--- config.mk ---
export PLATFORM = sky130hd
export DESIGN_NAME = usb_fs_rx_decoder
export DESIGN_NICKNAME = d
export VERILOG_FILES = /design/src/rtl/usb_rx_pkg.sv /design/src/rtl/usb_rx_dpll.sv /design/src/rtl/usb_fs_rx_decoder.sv
export SDC_FILE = /design/constraint.sdc
export NUM_CORES = 1
export LEC_CHECK = 0
export CORE_MARGIN = 1.5
export CORE_UTILIZATION = 58
export DETAILED_ROUTE_END_ITERATION = 10
export PLACE_DENSITY = 0.82
export SLEW_MARGIN = 30
export SYNTH_ARGS = -nofsm -noshare
export SYNTH_HDL_FRONTEND = slang
export SYNTH_HIERARCHICAL = 1
export SYNTH_SLANG_ARGS = --single-unit
--- constraint.sdc ---
create_clock -name clk_i -period 2.8 [get_ports clk_i]
set_clock_uncertainty 0.2 [all_clocks]
set_input_delay 0.56 -clock clk_i [delete_from_list [all_inputs] [get_ports clk_i]]
set_output_delay 0.56 -clock clk_i [all_outputs]
set_load 0.005 [all_outputs]
--- src/rtl/usb_rx_pkg.sv ---
// rtl/usb_rx_pkg.sv - shared encodings and defaults for the full-speed USB receive path
package usb_rx_pkg;

  localparam logic [1:0] LS_SE0 = 2'b00;
  localparam logic [1:0] LS_J   = 2'b01;
  localparam logic [1:0] LS_K   = 2'b10;
  localparam logic [1:0] LS_SE1 = 2'b11;

  typedef enum logic [2:0] {
    ST_IDLE,
    ST_SYNC,
    ST_DATA,
    ST_EOP,
    ST_WAIT_IDLE
  } rx_state_t;

  localparam int STUFF_LIMIT_DEF    = 6;
  localparam int SYNC_MIN_ZEROS_DEF = 5;

endpackage

--- src/rtl/usb_rx_dpll.sv ---
// rtl/usb_rx_dpll.sv - pad synchronizer, line-state register and mid-bit strobe recovery
module usb_rx_dpll
  import usb_rx_pkg::*;
#(
  parameter int OVERSAMPLE = 4
) (
  input  logic       clk,
  input  logic       rst_n,
  input  logic       dp,
  input  logic       dn,
  output logic [1:0] line_state,
  output logic       bit_strobe
);

  localparam int PW = $clog2(OVERSAMPLE);

  logic [1:0]    meta;
  logic [1:0]    sync;
  logic [PW-1:0] phase;
  logic          jk_change;

  // Only J<->K transitions carry timing; SE0 edges leave the phase alone.
  assign jk_change = (sync != line_state) &&
                     (sync == LS_J || sync == LS_K) &&
                     (line_state == LS_J || line_state == LS_K);

  always_ff @(posedge clk or negedge rst_n) begin
    if (!rst_n) begin
      meta       <= LS_SE0;
      sync       <= LS_SE0;
      line_state <= LS_SE0;
      phase      <= '0;
    end else begin
      meta       <= {dn, dp};
      sync       <= meta;
      line_state <= sync;
      if (jk_change || phase == PW'(OVERSAMPLE - 1)) begin
        phase <= '0;
      end else begin
        phase <= phase + PW'(1);
      end
    end
  end

  assign bit_strobe = (phase == PW'(OVERSAMPLE / 2 - 1));

endmodule

--- src/rtl/usb_fs_rx_decoder.sv ---
// rtl/usb_fs_rx_decoder.sv - USB FS receiver: SYNC hunt, NRZI decode, bit unstuffing, byte assembly, EOP/error flags
module usb_fs_rx_decoder
  import usb_rx_pkg::*;
#(
  parameter int OVERSAMPLE     = 4,
  parameter int SYNC_MIN_ZEROS = SYNC_MIN_ZEROS_DEF,
  parameter int STUFF_LIMIT    = STUFF_LIMIT_DEF
) (
  input  logic       clk_i,
  input  logic       rst_i,
  input  logic       dp_i,
  input  logic       dn_i,
  output logic [7:0] rx_data_o,
  output logic       rx_valid_o,
  output logic       rx_active_o,
  output logic       rx_eop_o,
  output logic       rx_err_o,
  output logic [1:0] line_state_o
);

  localparam logic [3:0] ONES_MAX  = 4'(STUFF_LIMIT);
  localparam logic [3:0] ZEROS_MIN = 4'(SYNC_MIN_ZEROS);

  rx_state_t  state, state_n;
  logic [1:0] ls;
  logic       bit_strobe;
  logic [3:0] zero_cnt, zero_cnt_n;
  logic [3:0] ones_cnt, ones_cnt_n;
  logic [2:0] bit_cnt, bit_cnt_n;
  logic [7:0] shift, shift_n, data_n;
  logic       prev_k, prev_k_n;
  logic       se0_two, se0_two_n;
  logic       j_seen, j_seen_n;
  logic       valid_n, active_n, eop_n, err_n;
  logic       is_j, is_k, is_jk, dbit;

  usb_rx_dpll #(.OVERSAMPLE(OVERSAMPLE)) u_dpll (
    .clk        (clk_i),
    .rst_n      (rst_i),
    .dp         (dp_i),
    .dn         (dn_i),
    .line_state (ls),
    .bit_strobe (bit_strobe)
  );

  assign line_state_o = ls;
  assign is_j  = (ls == LS_J);
  assign is_k  = (ls == LS_K);
  assign is_jk = is_j || is_k;
  // NRZI: no transition means a one.
  assign dbit  = (is_k == prev_k);

  always_ff @(posedge clk_i or negedge rst_i) begin
    if (!rst_i) begin
      state       <= ST_IDLE;
      zero_cnt    <= '0;
      ones_cnt    <= '0;
      bit_cnt     <= '0;
      shift       <= '0;
      prev_k      <= 1'b0;
      se0_two     <= 1'b0;
      j_seen      <= 1'b0;
      rx_data_o   <= '0;
      rx_valid_o  <= 1'b0;
      rx_active_o <= 1'b0;
      rx_eop_o    <= 1'b0;
      rx_err_o    <= 1'b0;
    end else begin
      state       <= state_n;
      zero_cnt    <= zero_cnt_n;
      ones_cnt    <= ones_cnt_n;
      bit_cnt     <= bit_cnt_n;
      shift       <= shift_n;
      prev_k      <= prev_k_n;
      se0_two     <= se0_two_n;
      j_seen      <= j_seen_n;
      rx_data_o   <= data_n;
      rx_valid_o  <= valid_n;
      rx_active_o <= active_n;
      rx_eop_o    <= eop_n;
      rx_err_o    <= err_n;
    end
  end

  always_comb begin
    state_n    = state;
    zero_cnt_n = zero_cnt;
    ones_cnt_n = ones_cnt;
    bit_cnt_n  = bit_cnt;
    shift_n    = shift;
    prev_k_n   = prev_k;
    se0_two_n  = se0_two;
    j_seen_n   = j_seen;
    data_n     = rx_data_o;
    valid_n    = 1'b0;
    active_n   = rx_active_o;
    eop_n      = 1'b0;
    err_n      = 1'b0;

    if (bit_strobe) begin
      if (is_jk) prev_k_n = is_k;

      case (state)
        ST_IDLE: begin
          // The first K is a zero relative to the idle J level.
          if (is_k) begin
            state_n    = ST_SYNC;
            zero_cnt_n = 4'd1;
          end
        end

        ST_SYNC: begin
          if (!is_jk) begin
            state_n = ST_IDLE;
          end else if (!dbit) begin
            if (zero_cnt != 4'hF) zero_cnt_n = zero_cnt + 4'd1;
          end else if (zero_cnt >= ZEROS_MIN) begin
            state_n    = ST_DATA;
            active_n   = 1'b1;
            bit_cnt_n  = '0;
            ones_cnt_n = '0;
          end else begin
            state_n = ST_IDLE;
          end
        end

        ST_DATA: begin
          if (ls == LS_SE1) begin
            err_n    = 1'b1;
            active_n = 1'b0;
            j_seen_n = 1'b0;
            state_n  = ST_WAIT_IDLE;
          end else if (ls == LS_SE0) begin
            se0_two_n = 1'b0;
            state_n   = ST_EOP;
          end else if (ones_cnt == ONES_MAX) begin
            if (!dbit) begin
              ones_cnt_n = '0;
            end else begin
              err_n    = 1'b1;
              active_n = 1'b0;
              j_seen_n = 1'b0;
              state_n  = ST_WAIT_IDLE;
            end
          end else begin
            shift_n    = {dbit, shift[7:1]};
            ones_cnt_n = dbit ? ones_cnt + 4'd1 : 4'd0;
            if (bit_cnt == 3'd7) begin
              data_n    = shift_n;
              valid_n   = 1'b1;
              bit_cnt_n = '0;
            end else begin
              bit_cnt_n = bit_cnt + 3'd1;
            end
          end
        end

        ST_EOP: begin
          if (ls == LS_SE0) begin
            se0_two_n = 1'b1;
          end else if (is_j && se0_two) begin
            eop_n    = 1'b1;
            err_n    = (bit_cnt != 3'd0);
            active_n = 1'b0;
            state_n  = ST_IDLE;
          end else begin
            err_n    = 1'b1;
            active_n = 1'b0;
            j_seen_n = 1'b0;
            state_n  = ST_WAIT_IDLE;
          end
        end

        ST_WAIT_IDLE: begin
          if (is_j) begin
            if (j_seen) state_n = ST_IDLE;
            j_seen_n = 1'b1;
          end else begin
            j_seen_n = 1'b0;
          end
        end

        default: state_n = ST_IDLE;
      endcase
    end
  end

endmodule

==> metrics.txt <==
Flop pwr share 47.4%; post-route insts no fill 287; Post-Syn Area 0.00230 mm²; setup tns final 0 ns; Clock Power Share 28.9%; Final Hold Viols 0; Async S/R FF share, synth 100%; Final setup viols 0; PostCTS Resize Cnt 0; Antenna diodes 0; top cells by area, synth dfrtp_1 48%, ha_1 8.2%, nand2_1 6.2%, mux2_2 3.4%, nand2b_1 2.4%; DRT antenna net count 0; Main synth FF type dfrtp_1; Placed Instances 279; min cycle time layout between 2 and 2.5 ns; post-synthesis cell count 222; WL final around 4100 µm; Leak around 1.2 nW; grt total ovfl 0; VDD IR max around 0.00048 V; Residual DRC 0; IO Port Bufs 17; hold-fix buffers at CTS 0; die height 66 µm; Slew Viols, Final 0; CTS tree built; CP Class reg2reg; maximum number of pins on one net before global-route repair 45; drt first pass iters 4; share of layout cells above drive strength 1 10.9%; DP Worst Slack 0.484 ns; mean number of vias per cell roughly 5.6; Core ar. 0.00374 mm²; Yosys top cell by area dfrtp_1; die footprint 0.00436 mm²; Tot GR Track Use roughly 22%; HPWL after DPL 2950 µm; Worst-path clk slew ~0.080 ns; register area share after synthesis 47.8%; required time of the critical path 2.78 ns; placed cell area 0.00248 mm²; post-layout util 69.3%; worst hold path class in2async; Yosys cell types 51; Final Cycle Share 83.5%; Gate power share 23.7%; 1st-iter DRT viols 97; Max-cap violations 0; Post-CTS Setup Bufs 0; floorplan row count 22; CTS sink cnt 44; wire per inst 14.4 µm; GPL Wtd Cong 0.807; yosys warns 6; nets between 200 and 300; CP Max Fanout 8; clk_lat worst skew about 0.29 ns; RSZ-0062 raised after global routing false; first-pass GRT wire length 7230 µm; top cell type's share of synthesized area 47.8%; htree depth 2; CP arrival around 2.3 ns; design area between 0.002 and 0.003 mm²; synthesized flop and latch total 44; nature of the critical path endpoint flop; Avg Inst Size Synth approximately 10 µm²; Max-slew headroom 63.9%; vias in the first global route roughly 1600; Clock Tree Buf Depth 2; Starting Density 61.5%; Max Clock Freq 0.428 GHz; nature of the critical path startpoint flop; Int Pwr around 1.1 mW; cts bufs inserted 5; Syn Nets 241; Vias 1608; Top Ports 18; count of flip-flops with a built-in enable after synthesis 0; Chip Width between 60 and 70 µm; status finished, final reports clean; antenna violations before repair 0; Worst-Margin Slew 0.542 ns; switching part of the total a little under a third; net switching power ~0.51 mW; Area growth syn-to-layout 12.6%; CTS Root Cell clkbuf_8; pwr/cell area 626 mW/mm²; post-route setup slack 0.461 ns
## power by group through the flow
stage               clock network, mW  registers, mW  logic [mW]
floorplan                           0          0.746       0.314
finish                          0.468          0.770       0.384
global placement                    0          0.780       0.367
CTS                             0.479          0.768       0.383
global route                    0.509          0.779       0.436
detailed placement                  0          0.780       0.380
## cells in the final DEF (no fill, tap or decap), types with 6 or more instances in the layout
cell type        count
dfrtp_1             44
nand2_1             38
clkdlybuf4s50_1     16
ha_1                15
inv_1               12
o21ai_0             11
nand2b_1             9
mux2_2               7
a21oi_1              6
## state kept, by name (all words and copies together), names as in the netlist, 2 cells and up
name               flops
rx_data_o              8
shift                  7
ones_cnt               4
zero_cnt               4
bit_cnt                3
state                  3
u_dpll/line_state      2
u_dpll/meta            2
u_dpll/phase           2
u_dpll/sync            2
## through the flow
step                      power [mW]  hold WS [ns]
after CTS                       1.63         0.166
after detailed placement        1.16         0.138
after global routing            1.72        0.0899
after floorplan                 1.06        0.0644
after global placement          1.15         0.136
final                           1.62        0.0467
## critical path: stages (launching register included)
cell      delay, ns
dfrtp_1        0.43
inv_1          0.11
ha_1           0.32
xnor2_2        0.28
nand3b_1       0.10
a21oi_1        0.24
o221ai_2       0.19
mux2_1         0.35
## path summary, 6_finish.rpt
check | start | to | slack, ns | depth (start not counted)
worst max-delay path | u_dpll/line_state[0] | bit_cnt[0] | 0.46 | 7
worst min-delay path | rst_i | rx_data_o[0] | 0.05 | 1
worst max register to register | u_dpll/line_state[0] | bit_cnt[0] | 0.46 | 7
worst min register to register | u_dpll/meta[0] | u_dpll/sync[0] | 0.16 | 0
max in group asynchronous | rst_i | u_dpll/sync[0] | 1.99 | 1
min in group clk_i | u_dpll/meta[0] | u_dpll/sync[0] | 0.16 | 0
## cell type report
class,instances,area [µm²]
timing repair buffer,17,168
inverter,14,52.6
clock inverter,2,35.0
tap,48,60.1
sequential,44,1100
multi-input combinational,156,1100
clock buffer,6,72.6
fill,304,1150
## synth_stat cells, types with 2 or more instances
cell,instances
buf_2,3
inv_1,12
a32o_1,2
a21oi_1,6
nor3_1,5
o41ai_1,2
a31oi_1,3
mux2i_1,4
nand4b_1,2
clkbuf_1,3
nand3_1,4
o21ai_1,3
and4bb_1,2
dfrtp_1,44
nor2_1,5
ha_1,15
nor2b_1,3
nand4_1,3
nand2b_1,9
o21ai_0,11
nand2_1,38
nor3b_1,3
mux2_2,7
nand3b_1,5
nor4_1,2
## kinds of logic (layout without fill, tap and decap cells)
| kind of cell | count (synthesis) | after routing | share of synthesized area [%] |
|---|---|---|---|
| and+or+nand+nor | 89 | 89 | 21.7 |
| DFF | 44 | 44 | 47.8 |
| AOI/OAI and AO/OA | 38 | 38 | 11.3 |
| buffers and inverters | 22 | 39 | 4.24 |
| adders and majority gates | 15 | 15 | 8.15 |
| muxes | 12 | 12 | 5.65 |
| xor gates and xnor gates | 2 | 2 | 1.09 |
## layer usage
layer | routed length (µm) | GRT usage (%)
met1 | 1940 | 30.0
met2 | 2030 | 34.5
met3 | 118 | 5.11
met5 | 0 | 0
met4 | 40 | 6.12
No activity file was read; power rests on OpenSTA's default activity.
